### config.mk
export PLATFORM = sky130hd
export DESIGN_NAME = strb2mask
export DESIGN_NICKNAME = d
export VERILOG_FILES = /design/src/rtl/strb2mask_pkg.sv /design/src/rtl/strb2mask_chunk_sel.sv /design/src/rtl/strb2mask.sv
export SDC_FILE = /design/constraint.sdc
export NUM_CORES = 1
export LEC_CHECK = 0
export CAP_MARGIN = 20
export CORE_MARGIN = 1.5
export CORE_UTILIZATION = 45
export CTS_BUF_LIST = sky130_fd_sc_hd__clkbuf_16
export DETAILED_ROUTE_END_ITERATION = 8
export GPL_ROUTABILITY_DRIVEN = 0
export MAX_ROUTING_LAYER = met4
export PLACE_DENSITY_LB_ADDON = 0.05
export RECOVER_POWER = 25
export SLEW_MARGIN = 20
export SYNTH_ARGS = -nofsm -noshare
export SYNTH_HDL_FRONTEND = slang
export SYNTH_SLANG_ARGS = --single-unit
### constraint.sdc
create_clock -name clk -period 6.5 [get_ports clk]
set_clock_uncertainty 0.05 [all_clocks]
set_input_delay 0.65 -clock clk [delete_from_list [all_inputs] [get_ports clk]]
set_output_delay 0.65 -clock clk [all_outputs]
set_load 0.005 [all_outputs]
### src/rtl/strb2mask_pkg.sv
// Shared types and constants for the AXI write-strobe to chunk splitter.
package strb2mask_pkg;

    typedef enum logic {
        IDLE = 1'b0,
        SEND = 1'b1
    } state_t;

    // Chunk byte counts as presented on pmesh_data_size
    localparam logic [7:0] SZ_1B = 8'd1;
    localparam logic [7:0] SZ_2B = 8'd2;
    localparam logic [7:0] SZ_4B = 8'd4;
    localparam logic [7:0] SZ_8B = 8'd8;

    // Byte masks of a chunk at offset 0; bit 7 is byte offset 0
    localparam logic [7:0] BASE_1B = 8'b1000_0000;
    localparam logic [7:0] BASE_2B = 8'b1100_0000;
    localparam logic [7:0] BASE_4B = 8'b1111_0000;
    localparam logic [7:0] BASE_8B = 8'b1111_1111;

    // Place a base mask at byte offset addr (MSB-first, so shift right)
    function automatic logic [7:0] chunk_mask(input logic [7:0] base, input logic [2:0] addr);
        return base >> addr;
    endfunction

endpackage

### src/rtl/strb2mask_chunk_sel.sv
// Combinational greedy chunk picker: lowest set offset, then the largest
// naturally aligned power-of-two run of set bytes starting there.
module strb_chunk_sel
    import strb2mask_pkg::*;
(
    input  logic [7:0] i_mask,
    output logic [2:0] o_addr,
    output logic [7:0] o_size,
    output logic [7:0] o_clear
);

    logic       w_found;
    logic [2:0] w_addr;
    logic [7:0] w_m8;
    logic [7:0] w_m4;
    logic [7:0] w_m2;
    logic [7:0] w_m1;

    // Find the lowest byte offset still pending
    always_comb begin
        w_found = 1'b0;
        w_addr  = '0;
        for (int unsigned i = 0; i < 8; i++) begin
            if (!w_found && i_mask[3'(7 - i)]) begin
                w_found = 1'b1;
                w_addr  = 3'(i);
            end
        end
    end

    assign w_m8 = chunk_mask(BASE_8B, w_addr);
    assign w_m4 = chunk_mask(BASE_4B, w_addr);
    assign w_m2 = chunk_mask(BASE_2B, w_addr);
    assign w_m1 = chunk_mask(BASE_1B, w_addr);

    // Pick the widest aligned fully-set chunk; all zeros when nothing pending
    always_comb begin
        o_addr  = '0;
        o_size  = '0;
        o_clear = '0;
        if (w_found) begin
            o_addr = w_addr;
            if (w_addr == 3'd0 && (i_mask & w_m8) == w_m8) begin
                o_size  = SZ_8B;
                o_clear = w_m8;
            end else if (w_addr[1:0] == 2'd0 && (i_mask & w_m4) == w_m4) begin
                o_size  = SZ_4B;
                o_clear = w_m4;
            end else if (w_addr[0] == 1'b0 && (i_mask & w_m2) == w_m2) begin
                o_size  = SZ_2B;
                o_clear = w_m2;
            end else begin
                o_size  = SZ_1B;
                o_clear = w_m1;
            end
        end
    end

endmodule

### src/rtl/strb2mask.sv
// Splits an 8-byte AXI write strobe into aligned power-of-two chunks,
// one chunk per downstream handshake.
module strb2mask
    import strb2mask_pkg::*;
(
    input  logic       clk,
    input  logic       rst,
    input  logic [7:0] m_axi_wstrb,
    input  logic       s_channel_valid,
    output logic       s_channel_ready,
    output logic       d_channel_valid,
    input  logic       d_channel_ready,
    output logic [7:0] pmesh_data_size,
    output logic [2:0] pmesh_addr
);

    state_t     r_state;
    logic [7:0] r_mask;
    logic [2:0] w_addr;
    logic [7:0] w_size;
    logic [7:0] w_clear;
    logic [7:0] w_next_mask;

    strb_chunk_sel u_sel (
        .i_mask  (r_mask),
        .o_addr  (w_addr),
        .o_size  (w_size),
        .o_clear (w_clear)
    );

    assign w_next_mask = r_mask & ~w_clear;

    // Accept a strobe in IDLE, retire one chunk per d-handshake in SEND
    always_ff @(posedge clk) begin
        if (rst) begin
            r_state <= IDLE;
            r_mask  <= '0;
        end else begin
            case (r_state)
                IDLE: begin
                    if (s_channel_valid) begin
                        r_mask  <= m_axi_wstrb;
                        r_state <= (m_axi_wstrb != 8'd0) ? SEND : IDLE;
                    end
                end
                SEND: begin
                    if (d_channel_ready) begin
                        r_mask  <= w_next_mask;
                        r_state <= (w_next_mask == 8'd0) ? IDLE : SEND;
                    end
                end
                default: begin
                    r_state <= IDLE;
                    r_mask  <= '0;
                end
            endcase
        end
    end

    assign s_channel_ready = (r_state == IDLE);
    assign d_channel_valid = (r_state == SEND);
    assign pmesh_addr      = d_channel_valid ? w_addr : '0;
    assign pmesh_data_size = d_channel_valid ? w_size : '0;

endmodule

# After elaboration in Yosys (flattened, before gate mapping)
# Cells that the tools add are included.
# totals
inputBits,12
elab_cells,74
reg_bits,9
output_inout_bits,13
# op_classes
reduce_logical,22
shifts,4
mux,34
bitwise_logic,7
eq_ne,5
# op_table
op,count
$mux 8,10
$and 8x8->8,4
$shr 8x3->8 const A,4
$eq 8x8->1,3
$mux 3,6
$pmux 8 s2,1
$mux 1,13
$logic_and 1x1->1,10
$logic_not 8->1,1
$not 8->8,1
$reduce_bool 8->1,1
$logic_not 1->1,7
$mux 2,3
$ne 2x2->1 const B,2
$logic_not 3->1,1
$logic_not 2->1,1
$not 1->1,2
$pmux 1 s2,1
$reduce_and 2->1,1

# Logic depth before layout (Yosys ltp)
# depth
depth_word,36
ltp_mapped,15
mapped_depth_nobuf,12

# Modules after synthesis
# Synthesis repeated with hierarchy kept, for this count alone.
# hier_totals
hier_cells,175
area_unflattened_um2,1272.5
# modules_own_cells
module,area_each_um2,cells_per_inst,seq_area_each_um2,n_inst
strb_chunk_sel,744.5,98,0.0,1
strb2mask,528.0,77,180.2,1

# Least setup slack after synthesis
# OpenSTA, ideal clock, no wires.
# synth_timing
kind,flip-flop to output port
from,register r_mask[6]
to,output port pmesh_data_size[2]
path_stages_with_launch,11
required_time_ns,5.800
path_buffers,2
path_slack_ns,2.968
arrival_ns,2.832
path_cell_list,dfxtp_1 buf_6 nor2_1 a21boi_0 inv_1 ha_1 nor2b_1 a311o_1 or4_1 buf_6 nor3_1
# synth_via
elab_chain_cells,28
elab_cells_between_ends,41
classes_between,2 x eq/ne; 2 x shift; 18 x mux; 2 x bitwise; 17 x reduce/logical
# synth_lines
element,line_no,source
"start, declared",strb2mask.sv:18,logic [7:0] r_mask;
"start signal, assigned",strb2mask.sv:42,r_mask <= m_axi_wstrb;
"start signal, assigned",strb2mask.sv:48,r_mask <= w_next_mask;
$logic_and 1x1->1,strb2mask_chunk_sel.sv:24,if (!w_found && i_mask[3'(7 - i)]) begin
$mux 1,strb2mask_chunk_sel.sv:24,
$logic_not 1->1,strb2mask_chunk_sel.sv:24,
$logic_and 1x1->1,strb2mask_chunk_sel.sv:24,
$mux 1,strb2mask_chunk_sel.sv:24,
$logic_not 1->1,strb2mask_chunk_sel.sv:24,
$logic_and 1x1->1,strb2mask_chunk_sel.sv:24,
$mux 1,strb2mask_chunk_sel.sv:24,
(+12 left out),-,
$shr 8x3->8,strb2mask_pkg.sv:23,return base >> addr;
$and 8x8->8,strb2mask_chunk_sel.sv:46,end else if (w_addr[1:0] == 2'd0 && (i_mask & w_m4) == w_m4) begin
$eq 8x8->1,strb2mask_chunk_sel.sv:46,
$logic_and 1x1->1,strb2mask_chunk_sel.sv:46,
$mux 8,strb2mask_chunk_sel.sv:46,
$mux 8,strb2mask_chunk_sel.sv:43,if (w_addr == 3'd0 && (i_mask & w_m8) == w_m8) begin
$mux 8 (*),strb2mask_chunk_sel.sv:41,if (w_found) begin
$mux 8 (*),strb2mask.sv:63,assign pmesh_data_size = d_channel_valid ? w_size : '0;
"end, declared",strb2mask.sv:13,"output logic [7:0] pmesh_data_size,"
# Every way passes the cells marked *; elsewhere a longest branch is shown, timed or not.

# Worst setup path in the final report
# Same ends and word-level chain as after synthesis.

==> flow_metrics.tcl <==
set metrics [dict create \
    ys_ff_latch 9 \
    synthCells 147 \
    timing.rr.end "d_channel_valid" \
    fp.coreArea_mm2 0.002276 \
    ys_top_cells_by_area "dfxtp_1, ha_1, nor2_1" \
    power_uw 368.5 \
    period_minus_slack_ps 4734 \
    dpl_worst_slack_ps 2060 \
    crit_start "r_mask[6]" \
    drv_slew 0 \
    io-pin-count 25 \
    dr.pass1.iters 4 \
    post_cts_resized 0 \
    clk_latency_ps 230 \
    yosysUniqueCellTypes 48 \
    layout.nets 185 \
    via_count 1257 \
    worstPathCellList "nor2_1 > a21boi_0 > inv_1 > ha_1 > nor2b_1 > a311o_1 > or4_1 > nor3_1 > clkdlybuf4s50_1" \
    required_ps 5800 \
    slew_headroom 0.3999 \
    crit_arrival_ps 4030 \
    htree_levels 1 \
    ff2ff_setup_slack_ps 2550 \
    rr_startpoint "r_mask[6]" \
    slowest_stage "a21boi_0" \
    layout_setup_ws_ps 1766 \
    tns_ps 0 \
    fmax_mhz 211.2 \
    overflow 0 \
    synth_simple_gate_area_share 0.3063 \
    grt_pass1_wl_mm 5.085 \
    fp.dieH_um 52.69 \
    synth-compound-area-share 0.3108 \
    cts_tree "done" \
    netlist_area_mm2 0.001111 \
    critPathMaxStageDelay_ps 640 \
    critPathMaxFanout 10 \
    cts_root_buffer "clkbuf_16" \
    min_path_type "reg -> reg" \
    antenna_found_initial 0 \
    synth_fa_ha_area_frac 0.1014 \
    clock_path_buffers 2 \
    dieArea_mm2 0.002776 \
    wl_mm 3.140 \
    cp_num_buf_inv 2 \
    setup_viol 0 \
    synth.top_cell.area_share 0.1622 \
    cts_made_buffers 3 \
    tightest_slew_ps 891.9 \
    initial_utilization 0.4882 \
    worst-r2r-cell-count 11 \
    num_antenna_cells 0 \
    vias_per_cell 6.581 \
    yosys_warnings 0 \
    cp-end-kind "output port" \
    drtIter0Drc 60 \
    port_buffers 20 \
    postSynthAreaPerCell_um2 7.558 \
    grt_use_total 0.2482 \
    p_per_area_mw_per_mm2 270.5 \
    multi_input_area_um2 834.6 \
    status "finished, final reports clean" \
    ctsHoldBuffers 0 \
    grt_setup_unrepaired "false" \
    postRouteAntennaNets 0 \
    drv_cap 0 \
    grt_max_degree 12 \
    worstSetupPathType "reg -> out" \
    path_clk_slew_ps 40 \
    drcViolationCount 0 \
    seqCellArea_um2 180.2 \
    min_period_over_period 0.7283 \
    synth.mux.area_fraction 0.01914 \
    critical-path-top-delay-family "simple AND/OR/NAND/NOR gates" \
    drive_gt1_frac 0.1043 \
    cp.depth 9 \
    fillers 190 \
    syn2layout_area_growth_pct 22.64 \
    detail_route.wl_per_cell_um 16.44 \
    irDropWorstVdd_mv 0.2282 \
    startpoint_type "flop" \
    cts.sinks 9 \
    die_width_um 52.69 \
    synth_top_family_by_area "compound AO/OA/AOI/OAI gates" \
    grt_pass1_vias 1054 \
    synth_top_cell_by_area "dfxtp_1" \
    ys_seq_area_frac 0.1622 \
    dp_hpwl_mm 2.406 \
    crit_path_end "pmesh_data_size[2]" \
    yosys.area_share.xor_xnor 0 \
    std_cell_rows 17 \
    hold_viol 0 \
    postCtsSetupBuffers 0 \
    p_leak_nw 0.5122 \
    hold_ws_ps 567.9 \
]
## metrics by stage
step                cell area [µm²]    util  instances
floorplan                      1122       -        150
global placement               1284  0.5640        187
detailed placement             1284  0.5640        187
CTS                            1363  0.5987        191
global route                   1363  0.5987        191
finish                         1363  0.5987        191
## power by group
| group | switching, mW | internal [mW] | leakage [nW] |
|---|---|---|---|
| Clock | 0.0264 | 0.0803 | 0.0423 |
| Sequential | 0.0169 | 0.0624 | 0.0745 |
| Combinational | 0.107 | 0.0759 | 0.395 |
| Total | 0.150 | 0.219 | 0.512 |
## Yosys cell counts (all sizes together)
| cell type | number |
|---|---|
| conb | 1 |
| clkbuf | 2 |
| o31ai | 1 |
| o22ai | 2 |
| a221oi | 1 |
| mux2 | 1 |
| nand3 | 2 |
| and2 | 1 |
| nand4 | 2 |
| a22o | 1 |
| nor2 | 22 |
| a2111oi | 4 |
| or4 | 6 |
| a31o | 2 |
| dfxtp | 9 |
| nand2b | 2 |
| mux2i | 1 |
| buf | 9 |
| and4b | 1 |
| inv | 9 |
| o221ai | 1 |
| a41oi | 1 |
| or2 | 2 |
| nor4 | 8 |
| nor2b | 2 |
| nor3 | 6 |
| o21bai | 1 |
| a211oi | 4 |
| a311o | 1 |
| a311oi | 2 |
| a21boi | 3 |
| o21ai | 9 |
| o211ai | 4 |
| and4 | 1 |
| ha | 9 |
| o21a | 2 |
| a21oi | 3 |
| nand2 | 8 |
| a32oi | 1 |
## registers in the layout (all words and copies together) (netlist names)
signal and cells:
d_channel_valid 1, r_mask 8
## layer usage
metal  GRT usage  wire (µm)  vias to the layer above
met1      0.3493       1311                      560
li1            -          -                      589
met4     0.04701         59                        0
met5           -          0                        -
met3     0.05429        350                       12
met2      0.3646       1419                       96
## cells by family (layout without fill, tap and decap cells)
kind of cell             Yosys count  count (layout)
adder cells (fa/ha/maj)            9               9
multiplexers                       2               2
buffers and inverters             20              33
flip-flops                         9               9
other                              1               4
AO/OA/AOI/OAI                     43              43
AND/OR/NAND/NOR                   63              63
## worst register-to-register path, delay by kind of cell, from the launching register on
kind / cells / cell delay (ps)
AO/OA/AOI/OAI: 5 / 1650
AND/OR/NAND/NOR: 4 / 1210
flip-flops: 1 / 410
adder cells (fa/ha/maj): 1 / 290
buffers and inverters: 1 / 260
## worst min-delay path by stage
stage	from	end	slack, ps	depth (start not counted)
detailed placement	d_channel_valid	r_mask[1]	550	1
global route	d_channel_valid	r_mask[1]	600	1
global placement	r_mask[0]	r_mask[0]	580	2
CTS	d_channel_valid	r_mask[1]	570	1
finish	d_channel_valid	r_mask[1]	570	1
floorplan	d_channel_valid	r_mask[1]	480	1
## cell type report
| cell class | instances | area share |
|---|---|---|
| flip-flops and latches | 9 | 0.1322 |
| repair buffers | 20 | 0.1469 |
| clock buffers | 3 | 0.05510 |
| clock inverters | 1 | 0.002755 |
| inverters | 9 | 0.02479 |
| multi-input cells | 121 | 0.6125 |
| well taps | 28 | 0.02571 |
## cell usage in the layout (no fill, tap or decap), types with 2 or more instances in the layout
master           Yosys  routed
clkbuf_16            0       3
nand3_1              2       2
o22ai_1              2       2
o211ai_2             2       2
or2_2                2       2
or4_1                5       5
ha_1                 9       9
nor3_1               6       6
dlygate4sd3_1        0       4
a2111oi_2            3       3
a21oi_1              3       3
a211oi_1             4       4
a31o_2               2       2
a21boi_0             3       3
clkdlybuf4s50_1      0      16
a311oi_1             2       2
nand2_1              7       7
o21ai_0              7       7
nor2b_1              2       2
dfxtp_1              9       9
o21a_1               2       2
nor2_1              22      22
conb_1               1       4
inv_1                9      10
o21ai_1              2       2
o211ai_1             2       2
nor4_1               8       8
nand2b_1             2       2
Power figures use the tool's default switching activity.
